### src/rtl/vga_pkg.sv
// Shared VGA timing and frame-buffer geometry for the capture, Sobel and reader blocks.
package vga_pkg;

    // 640x480@60 timing, in pixels / lines
    localparam int unsigned H_ACTIVE = 640;
    localparam int unsigned H_FP     = 16;
    localparam int unsigned H_SYNC   = 96;
    localparam int unsigned H_BP     = 48;
    localparam int unsigned H_TOTAL  = H_ACTIVE + H_FP + H_SYNC + H_BP;

    localparam int unsigned V_ACTIVE = 480;
    localparam int unsigned V_FP     = 10;
    localparam int unsigned V_SYNC   = 2;
    localparam int unsigned V_BP     = 33;
    localparam int unsigned V_TOTAL  = V_ACTIVE + V_FP + V_SYNC + V_BP;

    // Stored image and its placement on screen (centred)
    localparam int unsigned IMG_W = 150;
    localparam int unsigned IMG_H = 150;
    localparam int unsigned X0    = 245;
    localparam int unsigned Y0    = 165;

    localparam int unsigned CNT_W  = 10;
    localparam int unsigned ADDR_W = 15;
    localparam int unsigned COL_W  = 8;

    typedef logic [CNT_W-1:0]  cnt_t;
    typedef logic [ADDR_W-1:0] addr_t;
    typedef logic [COL_W-1:0]  col_t;

    typedef struct packed {
        logic [3:0] r;
        logic [3:0] g;
        logic [3:0] b;
    } rgb_t;

    // Counter-width copies of the boundaries so comparisons stay width-matched
    localparam cnt_t H_LAST      = cnt_t'(H_TOTAL - 1);
    localparam cnt_t V_LAST      = cnt_t'(V_TOTAL - 1);
    localparam cnt_t HS_START    = cnt_t'(H_ACTIVE + H_FP);
    localparam cnt_t HS_END      = cnt_t'(H_ACTIVE + H_FP + H_SYNC);
    localparam cnt_t VS_START    = cnt_t'(V_ACTIVE + V_FP);
    localparam cnt_t VS_END      = cnt_t'(V_ACTIVE + V_FP + V_SYNC);
    localparam cnt_t WIN_X_START = cnt_t'(X0);
    localparam cnt_t WIN_X_END   = cnt_t'(X0 + IMG_W);
    localparam cnt_t WIN_X_LAST  = cnt_t'(X0 + IMG_W - 1);
    localparam cnt_t WIN_Y_START = cnt_t'(Y0);
    localparam cnt_t WIN_Y_END   = cnt_t'(Y0 + IMG_H);
    localparam addr_t ROW_STEP   = addr_t'(IMG_W);

    // Keep the top four bits of each RGB565 field
    function automatic rgb_t rgb565_to_rgb444(input logic [15:0] px);
        rgb_t c;
        c.r = px[15:12];
        c.g = px[10:7];
        c.b = px[4:1];
        return c;
    endfunction

endpackage

### src/rtl/buffer_frame_reader_if.sv
// Buffer read ports plus VGA pins, as seen by the frame reader.
interface buffer_frame_reader_if;
    logic               sel;
    logic [15:0]        d_out_a;
    logic               d_out_b;
    vga_pkg::addr_t     r_addr_a;
    vga_pkg::addr_t     r_addr_b;
    logic               hsync;
    logic               vsync;
    logic [3:0]         vga_r;
    logic [3:0]         vga_g;
    logic [3:0]         vga_b;
    logic               frame_start;

    // Reader side
    modport master (
        input  sel,
        input  d_out_a,
        input  d_out_b,
        output r_addr_a,
        output r_addr_b,
        output hsync,
        output vsync,
        output vga_r,
        output vga_g,
        output vga_b,
        output frame_start
    );

    // Buffer / board side
    modport slave (
        output sel,
        output d_out_a,
        output d_out_b,
        input  r_addr_a,
        input  r_addr_b,
        input  hsync,
        input  vsync,
        input  vga_r,
        input  vga_g,
        input  vga_b,
        input  frame_start
    );
endinterface

### src/rtl/vga_timing_gen.sv
// 25 MHz pixel strobe from the 50 MHz clock, scan counters, raw syncs and frame marker.
module vga_timing_gen
    import vga_pkg::*;
(
    input  logic i_clk,
    input  logic i_rst,
    output logic o_pix_en,
    output cnt_t o_h_cnt,
    output cnt_t o_v_cnt,
    output logic o_hsync_raw,
    output logic o_vsync_raw,
    output logic o_frame_start,
    output logic o_frame_wrap
);

    logic r_pix_en;
    cnt_t r_h_cnt;
    cnt_t r_v_cnt;
    logic w_line_end;
    cnt_t w_h_cnt_nxt;
    cnt_t w_v_cnt_nxt;

    // Next counter values; counters only move on pixel-enable cycles
    always_comb begin
        w_line_end  = r_pix_en && (r_h_cnt == H_LAST);
        w_h_cnt_nxt = r_h_cnt;
        w_v_cnt_nxt = r_v_cnt;
        if (r_pix_en) begin
            w_h_cnt_nxt = (r_h_cnt == H_LAST) ? '0 : r_h_cnt + cnt_t'(1);
            if (r_h_cnt == H_LAST) begin
                w_v_cnt_nxt = (r_v_cnt == V_LAST) ? '0 : r_v_cnt + cnt_t'(1);
            end
        end
    end

    // Strobe and counter registers
    always_ff @(posedge i_clk or posedge i_rst) begin
        if (i_rst) begin
            r_pix_en <= 1'b0;
            r_h_cnt  <= '0;
            r_v_cnt  <= '0;
        end else begin
            r_pix_en <= ~r_pix_en;
            r_h_cnt  <= w_h_cnt_nxt;
            r_v_cnt  <= w_v_cnt_nxt;
        end
    end

    // Undelayed sync, frame marker and end-of-frame flag decoded from the counters
    always_comb begin
        o_hsync_raw   = !((r_h_cnt >= HS_START) && (r_h_cnt < HS_END));
        o_vsync_raw   = !((r_v_cnt >= VS_START) && (r_v_cnt < VS_END));
        o_frame_start = r_pix_en && (r_h_cnt == '0) && (r_v_cnt == '0);
        o_frame_wrap  = w_line_end && (r_v_cnt == V_LAST);
    end

    assign o_pix_en = r_pix_en;
    assign o_h_cnt  = r_h_cnt;
    assign o_v_cnt  = r_v_cnt;

endmodule

### src/rtl/buffer_frame_reader.sv
// Scans the 150x150 frame buffer and drives it as a centred window on 640x480 VGA.
module buffer_frame_reader
    import vga_pkg::*;
(
    input  logic                  r_clk,
    input  logic                  rst,
    buffer_frame_reader_if.master bus
);

    logic  w_pix_en;
    cnt_t  w_h_cnt;
    cnt_t  w_v_cnt;
    logic  w_hs_raw;
    logic  w_vs_raw;
    logic  w_frame_start;
    logic  w_frame_wrap;
    logic  w_in_win;
    logic  w_win_last;
    rgb_t  w_rgb_nxt;

    col_t  r_col;
    addr_t r_row_base;
    addr_t r_addr;
    logic  r_in_win_d1;
    logic  r_hs_d1;
    logic  r_vs_d1;
    logic  r_sel_q;
    rgb_t  r_rgb;
    logic  r_hsync;
    logic  r_vsync;

    vga_timing_gen u_timing (
        .i_clk         (r_clk),
        .i_rst         (rst),
        .o_pix_en      (w_pix_en),
        .o_h_cnt       (w_h_cnt),
        .o_v_cnt       (w_v_cnt),
        .o_hsync_raw   (w_hs_raw),
        .o_vsync_raw   (w_vs_raw),
        .o_frame_start (w_frame_start),
        .o_frame_wrap  (w_frame_wrap)
    );

    // Window membership at the counter stage
    always_comb begin
        w_in_win   = (w_h_cnt >= WIN_X_START) && (w_h_cnt < WIN_X_END) &&
                     (w_v_cnt >= WIN_Y_START) && (w_v_cnt < WIN_Y_END);
        w_win_last = w_in_win && (w_h_cnt == WIN_X_LAST);
    end

    // Column / row-base walk: row_base steps by IMG_W after each window line, no multiplier
    always_ff @(posedge r_clk or posedge rst) begin
        if (rst) begin
            r_col      <= '0;
            r_row_base <= '0;
        end else if (w_pix_en) begin
            if (w_frame_wrap) begin
                r_col      <= '0;
                r_row_base <= '0;
            end else if (w_win_last) begin
                r_col      <= '0;
                r_row_base <= r_row_base + ROW_STEP;
            end else if (w_in_win) begin
                r_col      <= r_col + col_t'(1);
            end
        end
    end

    // Stage 1: address (held outside the window), window flag and sync
    always_ff @(posedge r_clk or posedge rst) begin
        if (rst) begin
            r_addr      <= '0;
            r_in_win_d1 <= 1'b0;
            r_hs_d1     <= 1'b1;
            r_vs_d1     <= 1'b1;
        end else if (w_pix_en) begin
            if (w_in_win) begin
                r_addr <= r_row_base + addr_t'(r_col);
            end
            r_in_win_d1 <= w_in_win;
            r_hs_d1     <= w_hs_raw;
            r_vs_d1     <= w_vs_raw;
        end
    end

    // Source select only changes at frame start so a frame never mixes sources
    always_ff @(posedge r_clk or posedge rst) begin
        if (rst) begin
            r_sel_q <= 1'b0;
        end else if (w_frame_start) begin
            r_sel_q <= bus.sel;
        end
    end

    // Colour decode of the buffer data returned for the stage-1 address
    always_comb begin
        w_rgb_nxt = '0;
        if (r_in_win_d1) begin
            if (r_sel_q) begin
                w_rgb_nxt = bus.d_out_b ? '1 : '0;
            end else begin
                w_rgb_nxt = rgb565_to_rgb444(bus.d_out_a);
            end
        end
    end

    // Stage 2: colour and sync registered together so they stay aligned
    always_ff @(posedge r_clk or posedge rst) begin
        if (rst) begin
            r_rgb   <= '0;
            r_hsync <= 1'b1;
            r_vsync <= 1'b1;
        end else if (w_pix_en) begin
            r_rgb   <= w_rgb_nxt;
            r_hsync <= r_hs_d1;
            r_vsync <= r_vs_d1;
        end
    end

    assign bus.r_addr_a    = r_addr;
    assign bus.r_addr_b    = r_addr;
    assign bus.hsync       = r_hsync;
    assign bus.vsync       = r_vsync;
    assign bus.vga_r       = r_rgb.r;
    assign bus.vga_g       = r_rgb.g;
    assign bus.vga_b       = r_rgb.b;
    assign bus.frame_start = w_frame_start;

endmodule

### src/flat_wrapper.sv
// flat-port wrapper written by rule: the top's interface ports become plain ports
module buffer_frame_reader_flat import vga_pkg::*;
  (r_clk, rst, bus_sel, bus_d_out_a, bus_d_out_b, bus_r_addr_a, bus_r_addr_b, bus_hsync, bus_vsync, bus_vga_r, bus_vga_g, bus_vga_b, bus_frame_start);
  buffer_frame_reader_if bus_i ();
  input  logic r_clk;
  input  logic rst;
  input wire logic [$bits(bus_i.sel)-1:0] bus_sel;
  input wire logic [$bits(bus_i.d_out_a)-1:0] bus_d_out_a;
  input wire logic [$bits(bus_i.d_out_b)-1:0] bus_d_out_b;
  output wire logic [$bits(bus_i.r_addr_a)-1:0] bus_r_addr_a;
  output wire logic [$bits(bus_i.r_addr_b)-1:0] bus_r_addr_b;
  output wire logic [$bits(bus_i.hsync)-1:0] bus_hsync;
  output wire logic [$bits(bus_i.vsync)-1:0] bus_vsync;
  output wire logic [$bits(bus_i.vga_r)-1:0] bus_vga_r;
  output wire logic [$bits(bus_i.vga_g)-1:0] bus_vga_g;
  output wire logic [$bits(bus_i.vga_b)-1:0] bus_vga_b;
  output wire logic [$bits(bus_i.frame_start)-1:0] bus_frame_start;
  assign bus_i.sel = bus_sel;
  assign bus_i.d_out_a = bus_d_out_a;
  assign bus_i.d_out_b = bus_d_out_b;
  assign bus_r_addr_a = bus_i.r_addr_a;
  assign bus_r_addr_b = bus_i.r_addr_b;
  assign bus_hsync = bus_i.hsync;
  assign bus_vsync = bus_i.vsync;
  assign bus_vga_r = bus_i.vga_r;
  assign bus_vga_g = bus_i.vga_g;
  assign bus_vga_b = bus_i.vga_b;
  assign bus_frame_start = bus_i.frame_start;
  buffer_frame_reader u_core (.r_clk(r_clk), .rst(rst), .bus(bus_i));
endmodule
### config.mk
export PLATFORM = sky130hd
export DESIGN_NAME = buffer_frame_reader_flat
export DESIGN_NICKNAME = d
export VERILOG_FILES = /design/src/rtl/vga_pkg.sv /design/src/rtl/buffer_frame_reader_if.sv /design/src/rtl/vga_timing_gen.sv /design/src/rtl/buffer_frame_reader.sv /design/src/flat_wrapper.sv
export SDC_FILE = /design/constraint.sdc
export NUM_CORES = 1
export LEC_CHECK = 0
export ABC_AREA = 0
export CAP_MARGIN = 30
export CORE_UTILIZATION = 47
export CTS_CLUSTER_DIAMETER = 40
export DETAILED_ROUTE_END_ITERATION = 12
export PLACE_DENSITY_LB_ADDON = 0.08
export SYNTH_ARGS = -nofsm -noshare
export SYNTH_HDL_FRONTEND = slang
export SYNTH_SLANG_ARGS = --single-unit
### constraint.sdc
create_clock -name r_clk -period 5.9 [get_ports r_clk]
set_input_delay 1.18 -clock r_clk [delete_from_list [all_inputs] [get_ports r_clk]]
set_output_delay 1.18 -clock r_clk [all_outputs]
set_load 0.01 [all_outputs]
==> metrics.md, run 1 <==
| Metric | Value |
|---|---|
| Post-CTS Setup Bufs | 0 |
| ANT cells | 0 |
| Clock Latency Late Sink | 0.35 ns |
| GRT Util Overall | 20.2% |
| Non-Filler Cell Area, Final | 5190 um^2 |
| Worst slew margin | 42.7% |
| Routed WL per cell | 15.2 um |
| Synth Instances | 462 |
| RSZ-0062 raised after global routing | no |
| Least-Margin Pin Slew | 0.859 ns |
| Iteration count of the initial detailed-routing pass | 4 |
| Clock tree buffer depth | 2 |
| Vias post-DR | 3479 |
| Cts repair resizes | 0 |
| Place WS | 2.45 ns |
| Drt via density | 5.69 |
| Crit path DAT | 2.63 ns |
| First-pass GRT wire length | 15900 um |
| Rows | 35 |
| GRT overflow | 0 |
| Clock transition at path regs | 0.08 ns |
| Placed instance count | 595 |
| Static leakage | 0.00215 uW |
| Psw | 209 uW |
| Logic pwr share | 2.8% |
| Clock share of power | 42.2% |
| Outcome | completed |
| #FFs+latches synth | 76 |
| Worst R2R Path Depth | 7 |
| DPL Wire Length | 6530 um |
| Area post-placement | 4990 um^2 |
| I/O pin cnt | 65 |
| TritonCTS Buffers | 9 |
| Hold/Removal Path Class | register to register |
| VDD IR-drop max | 0.148 mV |
| Area Overhead vs Synth | 16.3% |
| Sequential area share after synthesis | 42.7% |
| Synth warn | 0 |
| Syn nets | 502 |
| Period Utilization, post-route | 64.6% |
| Die width | 99.4 um |
| Core box area | 9200 um^2 |
| Critical Path Start Type | register |
| Final Instance Count excl. Fillers | 611 |
| Int Pwr | 738 uW |
| Root Buffer | clkbuf_8 |
| Final wirelength | 9290 um |
| Nets | 535 |
| CTS tree | yes |
| Share of cells above drive strength 1 | 9.40% |
| CP max-delay cell | clkdlybuf4s50_1 |
| Max Slew Vio Count | 0 |
| Sw Share | 22.1% |
| Die Span Y | 99.4 um |
| Synthesized cell area | 4460 um^2 |
| EDFF count, synth | 0 |
| Drt initial violations | 106 |
| Largest net degree at the start of global routing | 40 |
| Worst path max stage delay | 0.67 ns |
| Starting Density | 48.5% |
| Cell Pwr Density | 183 nW/um^2 |
| Worst Path Required | 4.72 ns |
| Initial antenna violation count | 0 |
| Fmax | 263 MHz |
| Antenna Nets Post-Route | 0 |
| Hold buffers post-CTS | 0 |
| Critical-path maximum fanout | 9 |
| CP Cell Sequence | nor4_1 > nand3b_1 > nor4_1 > clkdlybuf4s50_1 |
| Post-Syn Area per Cell | 9.65 um^2 |
| Max-cap violations | 0 |
| PnR worst setup slack | 2.09 ns |
| Final Util | 56.4% |
| Count of final setup violators | 0 |
| Ys flop type | dfrtp_1 |
| Post-synth cell types | 64 |
| CTS H-tree depth | 3 |
| Cell mode on critical path | nor4_1 |
| Port Buffer Count | 60 |
| Reg power frac | 55.0% |
| Hold Crit Depth | 1 |
| DRC Markers | 0 |
| Fraction of registers with async set/reset | 100% |
| Vias in the first global route | 3418 |
| Sink Count | 76 |
| Setup crit end kind | output pin |
| Setup TNS | 0 ns |
| Die ar. | 9880 um^2 |
| Hold Vio Cnt, Final | 0 |
| Clock Skews | 0.00912 ns |
| CP Class | register to output pin |
| Min cycle time layout | 3.81 ns |
| Final GP Congestion | 0.886 |
[state kept, by name, summed over array words and instances, names as in the netlist]
| register | flops |
|---|---|
| u_core.r_sel_q | 1 |
| u_core.r_col | 8 |
| u_core.r_hs_d1 | 1 |
| u_core.r_row_base | 14 |
| u_core.bus.vga_r | 4 |
| u_core.bus.vga_g | 4 |
| u_core.bus.vsync | 1 |
| u_core.bus.hsync | 1 |
| u_core.bus.vga_b | 4 |
| u_core.bus.r_addr_a | 15 |
| u_core.u_timing.o_v_cnt | 10 |
| u_core.r_vs_d1 | 1 |
| u_core.r_in_win_d1 | 1 |
| u_core.u_timing.o_pix_en | 1 |
| u_core.u_timing.o_h_cnt | 10 |
[cell type report]
| type | count | area [um^2] |
|---|---|---|
| timing repair buffer | 64 | 631 |
| fill | 839 | 4010 |
| multi-input combinational | 322 | 2230 |
| clock buffer | 10 | 138 |
| tap | 111 | 139 |
| inverter | 22 | 82.6 |
| clock inverter | 6 | 63.8 |
| sequential | 76 | 1910 |
[kinds of logic after synthesis]
family          count (synthesis)  share of synthesized area, %
buf+inv                        64                          7.43
other cells                     1                        0.0841
simple gates                  146                          18.1
flops                          76                          42.7
compound gates                118                          17.9
fa+ha+maj                      20                          5.78
xor+xnor                       23                          4.52
mux                            14                          3.42
[stage by stage]
step / power [uW] / hold slack, ns
after floorplan: 545 / 0.454
after global placement: 559 / 0.463
after detailed placement: 559 / 0.469
after CTS: 960 / 0.487
after global routing: 986 / 0.503
final: 947 / 0.484
[power groups by stage]
stage               Sequential (uW)  Combinational, uW  Clock (uW)
floorplan                       531               13.4           0
global placement                531               28.1           0
detailed placement              531               28.2           0
CTS                             521               28.2         411
global route                    521               31.3         434
finish                          521               27.0         400
[worst paths after layout]
check                           slack, ns                      end                  startpoint
worst min-delay path                 0.48       u_core.r_in_win_d1          u_core.r_in_win_d1
worst min register to register       0.48       u_core.r_in_win_d1          u_core.r_in_win_d1
worst max register to register       3.07     u_core.r_row_base[5]  u_core.u_timing.o_v_cnt[1]
max in group asynchronous            3.58         u_core.bus.vsync                         rst
worst max-delay path                 2.09          bus_frame_start  u_core.u_timing.o_v_cnt[4]
min in group asynchronous            1.30  u_core.bus.r_addr_a[12]                         rst
[placed cells by master, fill, tap and decap left out, drive strengths merged, types with 5 or more instances in the layout]
cell type	netlist	final
dfrtp	72	72
clkdlybuf4s50	0	60
nand2	34	34
nor2	33	33
o21ai	29	29
a21oi	27	27
inv	22	22
ha	19	19
xnor2	18	18
o2bb2ai	13	13
nor4	12	12
mux2	10	10
clkbuf	14	10
nand3	9	9
nor3	9	9
nand4	7	7
o311ai	7	7
o211ai	7	7
o31ai	6	6
nand2b	6	6
or3	6	6
and2	5	5
and3	5	5
xor2	5	5
[cells in the mapped netlist (6+ instances only)]
library cell / instances / share of area, %
a21oi_1: 27 / 3.0
buf_2: 7 / 0.79
buf_4: 18 / 3.0
clkbuf_1: 14 / 1.2
dfrtp_1: 72 / 40
ha_1: 19 / 5.3
inv_1: 22 / 1.9
mux2_2: 10 / 2.5
nand2_1: 33 / 2.8
nand3_1: 9 / 1.0
nand4_1: 7 / 0.98
nor2_1: 33 / 2.8
nor3_1: 9 / 1.0
nor4_1: 10 / 1.4
o211ai_1: 7 / 1.2
o21ai_0: 29 / 3.3
o2bb2ai_1: 13 / 2.6
o311ai_0: 7 / 1.4
o31ai_1: 6 / 1.0
xnor2_1: 18 / 3.5
[routing by layer]
metal	GRT usage, %	part of all wire (%)	vias up
met2	34.5	49	59
met1	26.0	47	1688
met5	0	0	-
li1	-	-	1717
met3	3.72	2.8	15
met4	6.56	1.6	0
[worst max-delay path: cells and delay by family (launching register included)]
kind	cells	cell delay, ns
and+or+nand+nor	3	1.13
buffers and inverters	1	0.67
DFF	1	0.48
Power figures use the tool's default switching activity.
==> run 2, diff against run 1 <==
Clock period 5.9 ns to 3.57 ns, I/O delays scaled along.
==> metrics.md, run 2 (synthesis results as in run 1) <==
| Metric | Value |
|---|---|
| Drt initial violations | 160 |
| Cts repair resizes | 0 |
| Rows | 35 |
| Sink Count | 76 |
| Static leakage | 0.00217 uW |
| Die ar. | 9880 um^2 |
| Initial antenna violation count | 0 |
| Worst slew margin | 43.9% |
| First-pass GRT wire length | 15900 um |
| Post-CTS Setup Bufs | 0 |
| I/O pin cnt | 65 |
| Max-cap violations | 0 |
| Iteration count of the initial detailed-routing pass | 4 |
| TritonCTS Buffers | 9 |
| Port Buffer Count | 60 |
| Count of final setup violators | 0 |
| Min cycle time layout | 3.40 ns |
| Share of cells above drive strength 1 | 9.18% |
| Final Instance Count excl. Fillers | 612 |
| Clock transition at path regs | 0.08 ns |
| Non-Filler Cell Area, Final | 5220 um^2 |
| Routed WL per cell | 15.3 um |
| Vias in the first global route | 3352 |
| Worst Path Required | 2.86 ns |
| Setup crit end kind | output pin |
| Drt via density | 5.67 |
| Largest net degree at the start of global routing | 47 |
| Vias post-DR | 3469 |
| Cell Pwr Density | 314 nW/um^2 |
| DRC Markers | 0 |
| CP Class | register to output pin |
| Period Utilization, post-route | 95.2% |
| Hold/Removal Path Class | register to register |
| VDD IR-drop max | 0.202 mV |
| Final wirelength | 9370 um |
| Max reg flops | 15 |
| Fmax | 294 MHz |
| RSZ-0062 raised after global routing | no |
| GRT Util Overall | 20.2% |
| ANT cells | 0 |
| Commonest non-fill, non-tap cell in the layout | dfrtp_1 |
| Critical-path maximum fanout | 9 |
| Most frequent cells in the layout | 72 x dfrtp_1, 60 x clkdlybuf4s50_1, 33 x nand2_1, 33 x nor2_1, 29 x o21ai_0 |
| Setup TNS | 0 ns |
| Root Buffer | clkbuf_8 |
| Clock Skews | 0.00983 ns |
| Final GP Congestion | 0.875 |
| Placed instance count | 596 |
| Hold buffers post-CTS | 0 |
| Hold Vio Cnt, Final | 0 |
| Total power draw | 1640 uW |
| Starting Density | 48.5% |
| CTS H-tree depth | 3 |
| Outcome | completed |
| Core box area | 9200 um^2 |
| Crit path DAT | 2.69 ns |
| Antenna Nets Post-Route | 0 |
| Area post-placement | 5000 um^2 |
| DPL Wire Length | 6490 um |
| GRT overflow | 0 |
| Nets | 536 |
| Least-Margin Pin Slew | 0.833 ns |
| Clock tree buffer depth | 2 |
| Die width | 99.4 um |
| Max Slew Vio Count | 0 |
| Die Span Y | 99.4 um |
| Clock Latency Late Sink | 0.35 ns |
| Critical Path Start Type | register |
| CTS tree | yes |
| WHS | 0.489 ns |
| Area Overhead vs Synth | 16.9% |
run 2: worst paths after layout:
kind                       cells after the start                       to  slack, ns                       start
min in group asynchronous                      2  u_core.bus.r_addr_a[10]       0.78                         rst
hold / removal                                 1       u_core.r_in_win_d1       0.49          u_core.r_in_win_d1
setup / recovery                               4          bus_frame_start       0.17  u_core.u_timing.o_v_cnt[4]
max in group asynchronous                      3           u_core.r_hs_d1       2.04                         rst
setup reg to reg                               7     u_core.r_row_base[5]       0.76  u_core.u_timing.o_v_cnt[0]
hold reg to reg                                1       u_core.r_in_win_d1       0.49          u_core.r_in_win_d1
run 2: stage by stage:
step                      worst slack [ns]  util, %
after floorplan                      0.924        -
after global placement               0.585     54.4
after detailed placement             0.572     54.4
after CTS                            0.161     56.7
after global routing                0.0274     56.7
final                                0.170     56.7
run 2: layer usage:
metal	up-vias	GRT usage [%]	share of wire [%]
met3	15	2.95	2.5
met5	-	0	0
li1	1722	-	-
met4	0	8.82	1.7
met2	60	32.9	48
met1	1672	26.9	48
run 2: final cells by class:
class / count / area (um^2)
clock buffers: 10 / 128
clock inverters: 6 / 86.3
fillers: 839 / 3980
inverters: 22 / 82.6
multi-input cells: 322 / 2220
flip-flops and latches: 76 / 1910
well taps: 111 / 139
repair buffers: 65 / 651
run 2: report_power, final:
| group | leakage [uW] | internal [uW] | switching, uW |
|---|---|---|---|
| logic | 0.00105 | 20.3 | 26.1 |
| clock network | 0.000107 | 394 | 338 |
| registers | 0.00101 | 861 | 0.321 |
| total | 0.00217 | 1280 | 365 |
run 2: worst max-delay path, cell delays in order, from the launching register on:
cell             delay, ns
dfrtp_1               0.48
nor4_1                0.37
nand3b_1              0.17
nor4_1                0.65
clkdlybuf4s50_1       0.67
